===== src/rtl/arbiter_pkg.sv =====
// Shared types and default sizing for the L1 I/D cache to memory arbiter.
package arbiter_pkg;

  localparam int unsigned WORDSIZE_DEF = 64;
  localparam int unsigned TAGWIDTH_DEF = 13;
  localparam int unsigned BEATS_DEF    = 8;

  typedef enum logic [1:0] {
    OWNER_NONE   = 2'd0,
    OWNER_ICACHE = 2'd1,
    OWNER_DCACHE = 2'd2
  } owner_t;

  typedef enum logic [1:0] {
    ARB_IDLE = 2'd0,
    ARB_REQ  = 2'd1,
    ARB_RESP = 2'd2
  } arb_state_t;

endpackage


===== src/rtl/arb_rr_picker.sv =====
// Two-way grant picker: round robin on ties, or fixed D-cache priority
// when ARB_DCACHE_PRIORITY_EN is defined.
module arb_rr_picker
  import arbiter_pkg::*;
(
  input  logic   icache_req_i,
  input  logic   dcache_req_i,
  input  owner_t last_grant_i,
  output owner_t grant_o
);

  always_comb begin
    grant_o = OWNER_NONE;
    if (icache_req_i && dcache_req_i) begin
`ifdef ARB_DCACHE_PRIORITY_EN
      grant_o = OWNER_DCACHE;
`else
      grant_o = (last_grant_i == OWNER_ICACHE) ? OWNER_DCACHE : OWNER_ICACHE;
`endif
    end else if (icache_req_i) begin
      grant_o = OWNER_ICACHE;
    end else if (dcache_req_i) begin
      grant_o = OWNER_DCACHE;
    end
  end

`ifdef ARB_DCACHE_PRIORITY_EN
  logic unused_last_grant;
  assign unused_last_grant = ^last_grant_i;
`endif

endmodule


===== src/rtl/cache_mem_arbiter.sv =====
// Shares the memory bus between the L1 I- and D-caches: one line fill at a
// time, response burst routed to the owner only. Option: ARB_DCACHE_PRIORITY_EN.
module cache_mem_arbiter
  import arbiter_pkg::*;
#(
  parameter int unsigned WORDSIZE = WORDSIZE_DEF,
  parameter int unsigned TAGWIDTH = TAGWIDTH_DEF,
  parameter int unsigned BEATS    = BEATS_DEF
) (
  input  logic                clk,
  input  logic                reset,
  input  logic                icache_reqcyc,
  input  logic [WORDSIZE-1:0] icache_req,
  input  logic [TAGWIDTH-1:0] icache_reqtag,
  output logic                icache_reqack,
  output logic                icache_respcyc,
  output logic [WORDSIZE-1:0] icache_resp,
  output logic [TAGWIDTH-1:0] icache_resptag,
  input  logic                icache_respack,
  input  logic                dcache_reqcyc,
  input  logic [WORDSIZE-1:0] dcache_req,
  input  logic [TAGWIDTH-1:0] dcache_reqtag,
  output logic                dcache_reqack,
  output logic                dcache_respcyc,
  output logic [WORDSIZE-1:0] dcache_resp,
  output logic [TAGWIDTH-1:0] dcache_resptag,
  input  logic                dcache_respack,
  output logic                mem_reqcyc,
  output logic [WORDSIZE-1:0] mem_req,
  output logic [TAGWIDTH-1:0] mem_reqtag,
  input  logic                mem_reqack,
  input  logic                mem_respcyc,
  input  logic [WORDSIZE-1:0] mem_resp,
  input  logic [TAGWIDTH-1:0] mem_resptag,
  output logic                mem_respack
);

  localparam int unsigned CNTW = $clog2(BEATS) + 1;

  arb_state_t          state_q, state_d;
  owner_t              owner_q, owner_d;
  owner_t              last_grant_q, last_grant_d;
  owner_t              grant;
  logic [CNTW-1:0]     beat_cnt_q, beat_cnt_d;
  logic                mem_reqcyc_q, mem_reqcyc_d;
  logic [WORDSIZE-1:0] mem_req_q, mem_req_d;
  logic [TAGWIDTH-1:0] mem_reqtag_q, mem_reqtag_d;
  logic                icache_reqack_q, icache_reqack_d;
  logic                dcache_reqack_q, dcache_reqack_d;
  logic                route_i, route_d, beat_fire;

  arb_rr_picker u_picker (
    .icache_req_i (icache_reqcyc),
    .dcache_req_i (dcache_reqcyc),
    .last_grant_i (last_grant_q),
    .grant_o      (grant)
  );

  // Response path is a zero-latency mux, open only to the owner during RESP.
  assign route_i        = (state_q == ARB_RESP) && (owner_q == OWNER_ICACHE);
  assign route_d        = (state_q == ARB_RESP) && (owner_q == OWNER_DCACHE);
  assign mem_respack    = (route_i && icache_respack) || (route_d && dcache_respack);
  assign beat_fire      = mem_respcyc && mem_respack;
  assign icache_respcyc = route_i && mem_respcyc;
  assign icache_resp    = route_i ? mem_resp : '0;
  assign icache_resptag = route_i ? mem_resptag : '0;
  assign dcache_respcyc = route_d && mem_respcyc;
  assign dcache_resp    = route_d ? mem_resp : '0;
  assign dcache_resptag = route_d ? mem_resptag : '0;

  assign mem_reqcyc    = mem_reqcyc_q;
  assign mem_req       = mem_req_q;
  assign mem_reqtag    = mem_reqtag_q;
  assign icache_reqack = icache_reqack_q;
  assign dcache_reqack = dcache_reqack_q;

  always_comb begin
    state_d         = state_q;
    owner_d         = owner_q;
    last_grant_d    = last_grant_q;
    beat_cnt_d      = beat_cnt_q;
    mem_reqcyc_d    = mem_reqcyc_q;
    mem_req_d       = mem_req_q;
    mem_reqtag_d    = mem_reqtag_q;
    icache_reqack_d = 1'b0;
    dcache_reqack_d = 1'b0;
    unique case (state_q)
      ARB_IDLE: begin
        if (grant != OWNER_NONE) begin
          state_d      = ARB_REQ;
          owner_d      = grant;
          last_grant_d = grant;
          mem_reqcyc_d = 1'b1;
          if (grant == OWNER_ICACHE) begin
            mem_req_d    = icache_req;
            mem_reqtag_d = icache_reqtag;
          end else begin
            mem_req_d    = dcache_req;
            mem_reqtag_d = dcache_reqtag;
          end
        end
      end
      ARB_REQ: begin
        if (mem_reqack) begin
          state_d         = ARB_RESP;
          mem_reqcyc_d    = 1'b0;
          beat_cnt_d      = '0;
          icache_reqack_d = (owner_q == OWNER_ICACHE);
          dcache_reqack_d = (owner_q == OWNER_DCACHE);
        end
      end
      ARB_RESP: begin
        if (beat_fire) begin
          beat_cnt_d = beat_cnt_q + CNTW'(1);
          if (beat_cnt_q == CNTW'(BEATS - 1)) begin
            state_d = ARB_IDLE;
            owner_d = OWNER_NONE;
          end
        end
      end
      default: begin
        state_d = ARB_IDLE;
        owner_d = OWNER_NONE;
      end
    endcase
  end

  always_ff @(posedge clk) begin
    if (reset) begin
      state_q         <= ARB_IDLE;
      owner_q         <= OWNER_NONE;
      last_grant_q    <= OWNER_DCACHE;
      beat_cnt_q      <= '0;
      mem_reqcyc_q    <= 1'b0;
      mem_req_q       <= '0;
      mem_reqtag_q    <= '0;
      icache_reqack_q <= 1'b0;
      dcache_reqack_q <= 1'b0;
    end else begin
      state_q         <= state_d;
      owner_q         <= owner_d;
      last_grant_q    <= last_grant_d;
      beat_cnt_q      <= beat_cnt_d;
      mem_reqcyc_q    <= mem_reqcyc_d;
      mem_req_q       <= mem_req_d;
      mem_reqtag_q    <= mem_reqtag_d;
      icache_reqack_q <= icache_reqack_d;
      dcache_reqack_q <= dcache_reqack_d;
    end
  end

endmodule

===== config.mk =====
export PLATFORM = sky130hd
export DESIGN_NAME = cache_mem_arbiter
export DESIGN_NICKNAME = d
export VERILOG_FILES = /design/src/rtl/arbiter_pkg.sv /design/src/rtl/arb_rr_picker.sv /design/src/rtl/cache_mem_arbiter.sv
export SDC_FILE = /design/constraint.sdc
export NUM_CORES = 1
export LEC_CHECK = 0
export CAP_MARGIN = 20
export CORE_AREA = 2 2 184 186
export DETAILED_ROUTE_END_ITERATION = 10
export DIE_AREA = 0 0 186 188
export GPL_TIMING_DRIVEN = 0
export PLACE_DENSITY = 0.6
export SYNTH_ARGS = -nofsm -noshare
export SYNTH_HDL_FRONTEND = slang
export SYNTH_HIERARCHICAL = 1
export SYNTH_SLANG_ARGS = --single-unit

===== constraint.sdc =====
create_clock -name clk -period 2.4 [get_ports clk]
set_input_delay 0.48 -clock clk [delete_from_list [all_inputs] [get_ports clk]]
set_output_delay 0.48 -clock clk [all_outputs]
set_load 0.05 [all_outputs]

### Word level (Yosys, flattened, before mapping)

Cells that the tools add are included.

* bits in registers: 90
* word-level logic and storage cells: 65
* output and inout bits: 237
* bits of input ports: 239

* muxes and demuxes: 23
* equal/unequal tests: 11
* bitwise gates (word level): 2
* $add $sub $neg: 1
* reductions and logical operators: 19

Operators by type and width (count)
* two-way mux 64 bit: 3
* two-way mux 13 bit: 3
* two-way mux 2 bit: 9
* one-hot mux 2 bit (3 select lines): 2
* equality test 2 x 1 -> 1 bit (second input constant): 4
* logical AND 1 bit: 8
* two-way mux 4 bit: 2
* one-hot mux 4 bit (2 select lines): 1
* AND reduction 4 bit: 2
* inequality test 2 bit (second input constant): 3
* AND reduction 3 bit: 2
* nonzero test 2 bit: 3
* adder 4 x 1 -> 4 bit (second input constant): 1
* equality test 2 bit (second input constant): 2
* equality test 4 x 3 -> 1 bit (second input constant): 1
* OR reduction 3 bit: 1
* zero test 2 bit: 1
* two-way mux 1 bit: 2
* inequality test 2 x 1 -> 1 bit (second input constant): 1
* inverter 1 bit: 2
* one-hot mux 1 bit (2 select lines): 1
* AND reduction 2 bit: 1
* logical OR 1 bit: 1

### Longest topological paths before layout

* depth in word-level cells: 7
* depth in mapped cells: 9
* gate-level depth less buffers: 5

### Hierarchy

The synthesis kept the hierarchy.

Modules (own cells, without submodules)
* cache_mem_arbiter: cells each 603, instances 1, seq. area each 1801.7 um^2, area an instance 5417.7 um^2
* arb_rr_picker: cells each 4, instances 1, seq. area each 0.0 um^2, area an instance 30.0 um^2

### Worst setup path before layout

OpenSTA, ideal clock, no wires.

* path type: register to output
* start: register state_q[0]
* end: output port icache_resp[55]
* path slack: 307 ps
* stages on the path, launching flop included: 7
* data required time: 1920 ps
* buffers on the path: 3
* arrival time: 1613 ps
* path through: dfxtp_1 -> buf_2 -> nand2b_4 -> nor3b_4 -> clkbuf_2 -> clkbuf_2 -> and2_1

* word-level cells in the longest chain between the ends: 3

RTL lines
* start, declared: RTL line cache_mem_arbiter.sv:40 `arb_state_t state_q, state_d;`
* start signal, assigned: RTL line cache_mem_arbiter.sv:140 `state_q <= state_d;`
* equality test 2 bit: RTL line cache_mem_arbiter.sv:60 `assign route_i = (state_q == ARB_RESP) && (owner_q == OWNER_ICACHE);`
* logical AND 1 bit: RTL line cache_mem_arbiter.sv:60
* two-way mux 64 bit: RTL line cache_mem_arbiter.sv:65 `assign icache_resp = route_i ? mem_resp : '0;`
* end, declared: RTL line cache_mem_arbiter.sv:17 `output logic [WORDSIZE-1:0] icache_resp,`

Every way passes these cells.

### Worst setup path after layout

* start: register state_q[0]
* end: output port icache_resptag[5]

* word-level cells in the longest chain between the ends: 3

RTL lines
* equality test 2 bit: RTL line cache_mem_arbiter.sv:60
* logical AND 1 bit: RTL line cache_mem_arbiter.sv:60
* two-way mux 13 bit: RTL line cache_mem_arbiter.sv:66 `assign icache_resptag = route_i ? mem_resptag : '0;`
* end, declared: RTL line cache_mem_arbiter.sv:18 `output logic [TAGWIDTH-1:0] icache_resptag,`

Every way passes these cells.

==> results.sh <==
export IMPL_status="finished clean"
export IMPL_async_reset_ff_frac=0
export IMPL_die_h_um=188
export IMPL_wl_per_cell_um=19.44
export IMPL_grt_pass1_wl_um=42220
export IMPL_finalNonFillerCells=1557
export IMPL_ys_warn_count=6
export IMPL_arrival_ns=1.83
export IMPL_numCtsBuffers=9
export IMPL_dp_cells=1530
export IMPL_gp_congestion=0.7884
export IMPL_clk_pin_slew_ns=0.08
export IMPL_avgSynthCellArea_sq_um=8.975
export IMPL_placementRows=67
export IMPL_worst_slew_pin_slew_ns=0.7204
export IMPL_ios=476
export IMPL_slew_violations=0
export IMPL_routed_wirelength_um=30270
export IMPL_syn_to_final_growth_pct=101.1
export IMPL_drt_iter0_drc=226
export IMPL_period_needed_ns=2.312
export IMPL_synthTopCellsByArea="dfxtp_1 33%, and2_1 18%, mux2i_1 14%, a21oi_1 7.6%, a211oi_2 6.9%"
export IMPL_max_stage_delay_ns=0.35
export IMPL_initial_core_util=0.1645
export IMPL_crit_chain="nand2b_4 > nor3b_4 > buf_12 > clkbuf_16 > buf_8 > and2_1 > buf_6"
export IMPL_cts_buffer_depth=2
export IMPL_setup_viol=0
export IMPL_final_hold_viol_count=0
export IMPL_antenna_found_initial=12
export IMPL_grt_usage=0.1650
export IMPL_synth_top_area_frac=0.3307
export IMPL_synthDistinctLibCells=44
export IMPL_fp_dieW_um=186
export IMPL_grt_pass1_vias=6498
export IMPL_grt_max_degree=20
export IMPL_port_buffers=475
export IMPL_dp_hpwl_um=25350
export IMPL_synthTopCellsByCount="156 x and2_1, 90 x dfxtp_1, 83 x a21oi_1, 78 x mux2i_1, 48 x a211oi_1"
export IMPL_ant_nets=0
export IMPL_ff2ff_setup_slack_ns=0.30
export IMPL_die_area_sq_mm=0.03497
export IMPL_nFillCells=3481
export IMPL_crit_path_max_fanout=10
export IMPL_timing_slew_headroom=0.5198
export IMPL_postLayoutCoreUtil=0.3309
export IMPL_vias_per_cell=4.130
export IMPL_ir_drop_uv=276.5
export IMPL_drc=0
export IMPL_synth_edf_count=0
export IMPL_crit_required_ns=1.92
export IMPL_root_buffer="clkbuf_16"
export IMPL_ctsHtreeMaxLevel=3
export IMPL_drive_gt1_frac=0.2502
export IMPL_multiInputGateArea_sq_mm=0.003361
export IMPL_power_leakage_nw=4.430
export IMPL_skew_ns=0.01505
export IMPL_crit_type="reg -> out"
export IMPL_rsz0062_at_grt="true"
export IMPL_yosysSeqAreaShare=0.3307
export IMPL_period_share=0.9634
export IMPL_critical_path_endpoint_type="primary output"
export IMPL_synth_seq_cells=90
export IMPL_drv_cap=0
export IMPL_fin_nets=1338
export IMPL_synth_top_flop_cell="dfxtp_1"
export IMPL_first_pass_iters=4
export IMPL_yosysMostFrequentCell="and2_1"
export IMPL_worstSkewPairLatency_ns=0.36
export IMPL_crit_path_top_delay_cell="dfxtp_4"
export IMPL_cts_num_sinks=90
export IMPL_yosysTopAreaCell="dfxtp_1"
export IMPL_cp_start_kind="flip-flop"
export IMPL_vias=6431
export IMPL_overflow=0
export IMPL_cellPowerDensity_mw_per_mm2=516.0
export IMPL_synthCells=607
export IMPL_hold_class="reg -> reg"
export IMPL_fmax_mhz=432.5
export IMPL_core_area_sq_mm=0.03311
export IMPL_ff_latch_area_sq_mm=0.001809
export IMPL_synthesis_nets=847
export IMPL_cts_tree="done"
export IMPL_synth_cell_area_sq_mm=0.005448
-- path summary, 6_finish.rpt --
path,from,to,depth (start not counted)
worst max register to register,last_grant_q[0]$_SDFFE_PP0P_,mem_req[12]$_SDFFE_PP0P_,8
worst min register to register,beat_cnt_q[1]$_SDFFE_PP0P_,beat_cnt_q[1]$_SDFFE_PP0P_,2
worst min-delay path,beat_cnt_q[1]$_SDFFE_PP0P_,beat_cnt_q[1]$_SDFFE_PP0P_,2
worst max-delay path,state_q[0]$_SDFFE_PP0P_,icache_resptag[5],7
-- cell families after synthesis --
| family | share of synthesized area |
|---|---|
| adders and majority gates | 0.002296 |
| muxes | 0.1454 |
| and+or+nand+nor | 0.2324 |
| buffers and inverters | 0.06201 |
| AOI/OAI and AO/OA | 0.2271 |
| DFF | 0.3307 |
-- through the flow --
stage / setup WS, ns / TNS (ns) / total power (W) / cell area (sq um) / hold WS (ns)
detailed placement: -0.9078 / -104.50 / 0.004198 / 10760 / 0.4942
global placement: -0.8820 / -101.38 / 0.004179 / 10760 / 0.4798
floorplan: 0.3067 / 0 / 0.003157 / 5448 / 0.4637
global route: -0.009473 / -0.04041 / 0.005929 / 10950 / 0.5276
finish: 0.08785 / 0 / 0.005654 / 10960 / 0.5090
CTS: 0.002057 / 0 / 0.005739 / 10740 / 0.5036
-- flip-flops by register name (all words and copies together), names as in the netlist --
name           count
mem_req           64
mem_reqtag        13
beat_cnt_q         4
last_grant_q       2
owner_q            2
state_q            2
dcache_reqack      1
icache_reqack      1
mem_reqcyc         1
-- worst max-delay path, delay by kind of cell (launching register included) --
family,cells,cell delay [ns]
flops,1,0.35
simple gates,3,0.53
buf+inv,4,0.60
-- layout make-up --
| class | count | area share |
|---|---|---|
| Sequential cell | 90 | 0.1651 |
| Buffer | 62 | 0.03643 |
| Antenna cell | 6 | 0.001370 |
| Tap cell | 448 | 0.05116 |
| Multi-Input combinational cell | 451 | 0.3067 |
| Clock buffer | 9 | 0.02055 |
| Timing Repair Buffer | 481 | 0.4106 |
| Clock inverter | 7 | 0.006966 |
| Inverter | 3 | 0.001028 |
-- layout by cell type, fill, tap and decap left out, types with 3 or more instances in the layout --
| cell type | instances |
|---|---|
| a21oi_1 | 82 |
| buf_8 | 5 |
| buf_4 | 44 |
| dfxtp_1 | 86 |
| and2_4 | 10 |
| mux2i_2 | 3 |
| buf_2 | 48 |
| dfxtp_2 | 3 |
| clkdlybuf4s50_1 | 318 |
| nand4_1 | 4 |
| nand2b_1 | 3 |
| clkbuf_1 | 23 |
| nand3_1 | 5 |
| nand3b_1 | 4 |
| clkbuf_16 | 10 |
| buf_6 | 31 |
| clkbuf_2 | 4 |
| inv_8 | 3 |
| clkdlybuf4s15_2 | 11 |
| nor2b_1 | 4 |
| nor2_1 | 4 |
| a211oi_2 | 30 |
| clkbuf_4 | 53 |
| mux2i_1 | 75 |
| a211oi_1 | 48 |
| nand2_1 | 3 |
| inv_1 | 3 |
| diode_2 | 6 |
| and2_1 | 147 |
-- power by group --
part           internal [W]  total (W)  switching (W)
sequential          0.00168    0.00179       0.000107
combinational       0.00100    0.00238        0.00138
clock              0.000744    0.00148       0.000741
total               0.00342    0.00565        0.00223
-- layer usage --
metal	vias up	routed length [um]	GRT usage
met5	-	13	0
met4	2	595	0.04936
met3	32	2314	0.04273
met2	295	16410	0.3200
met1	2954	10940	0.1702
li1	3148	-	-
-- what timing repair did --
item	4_1_cts	5_1_grt
endpoints found under the setup margin	161	155
hold buffers	0	0
setup buffers	2	2
gates cloned	1	1
gates resized for setup	843	126
pin swaps	3	1
(Power assumes the default switching activity.)
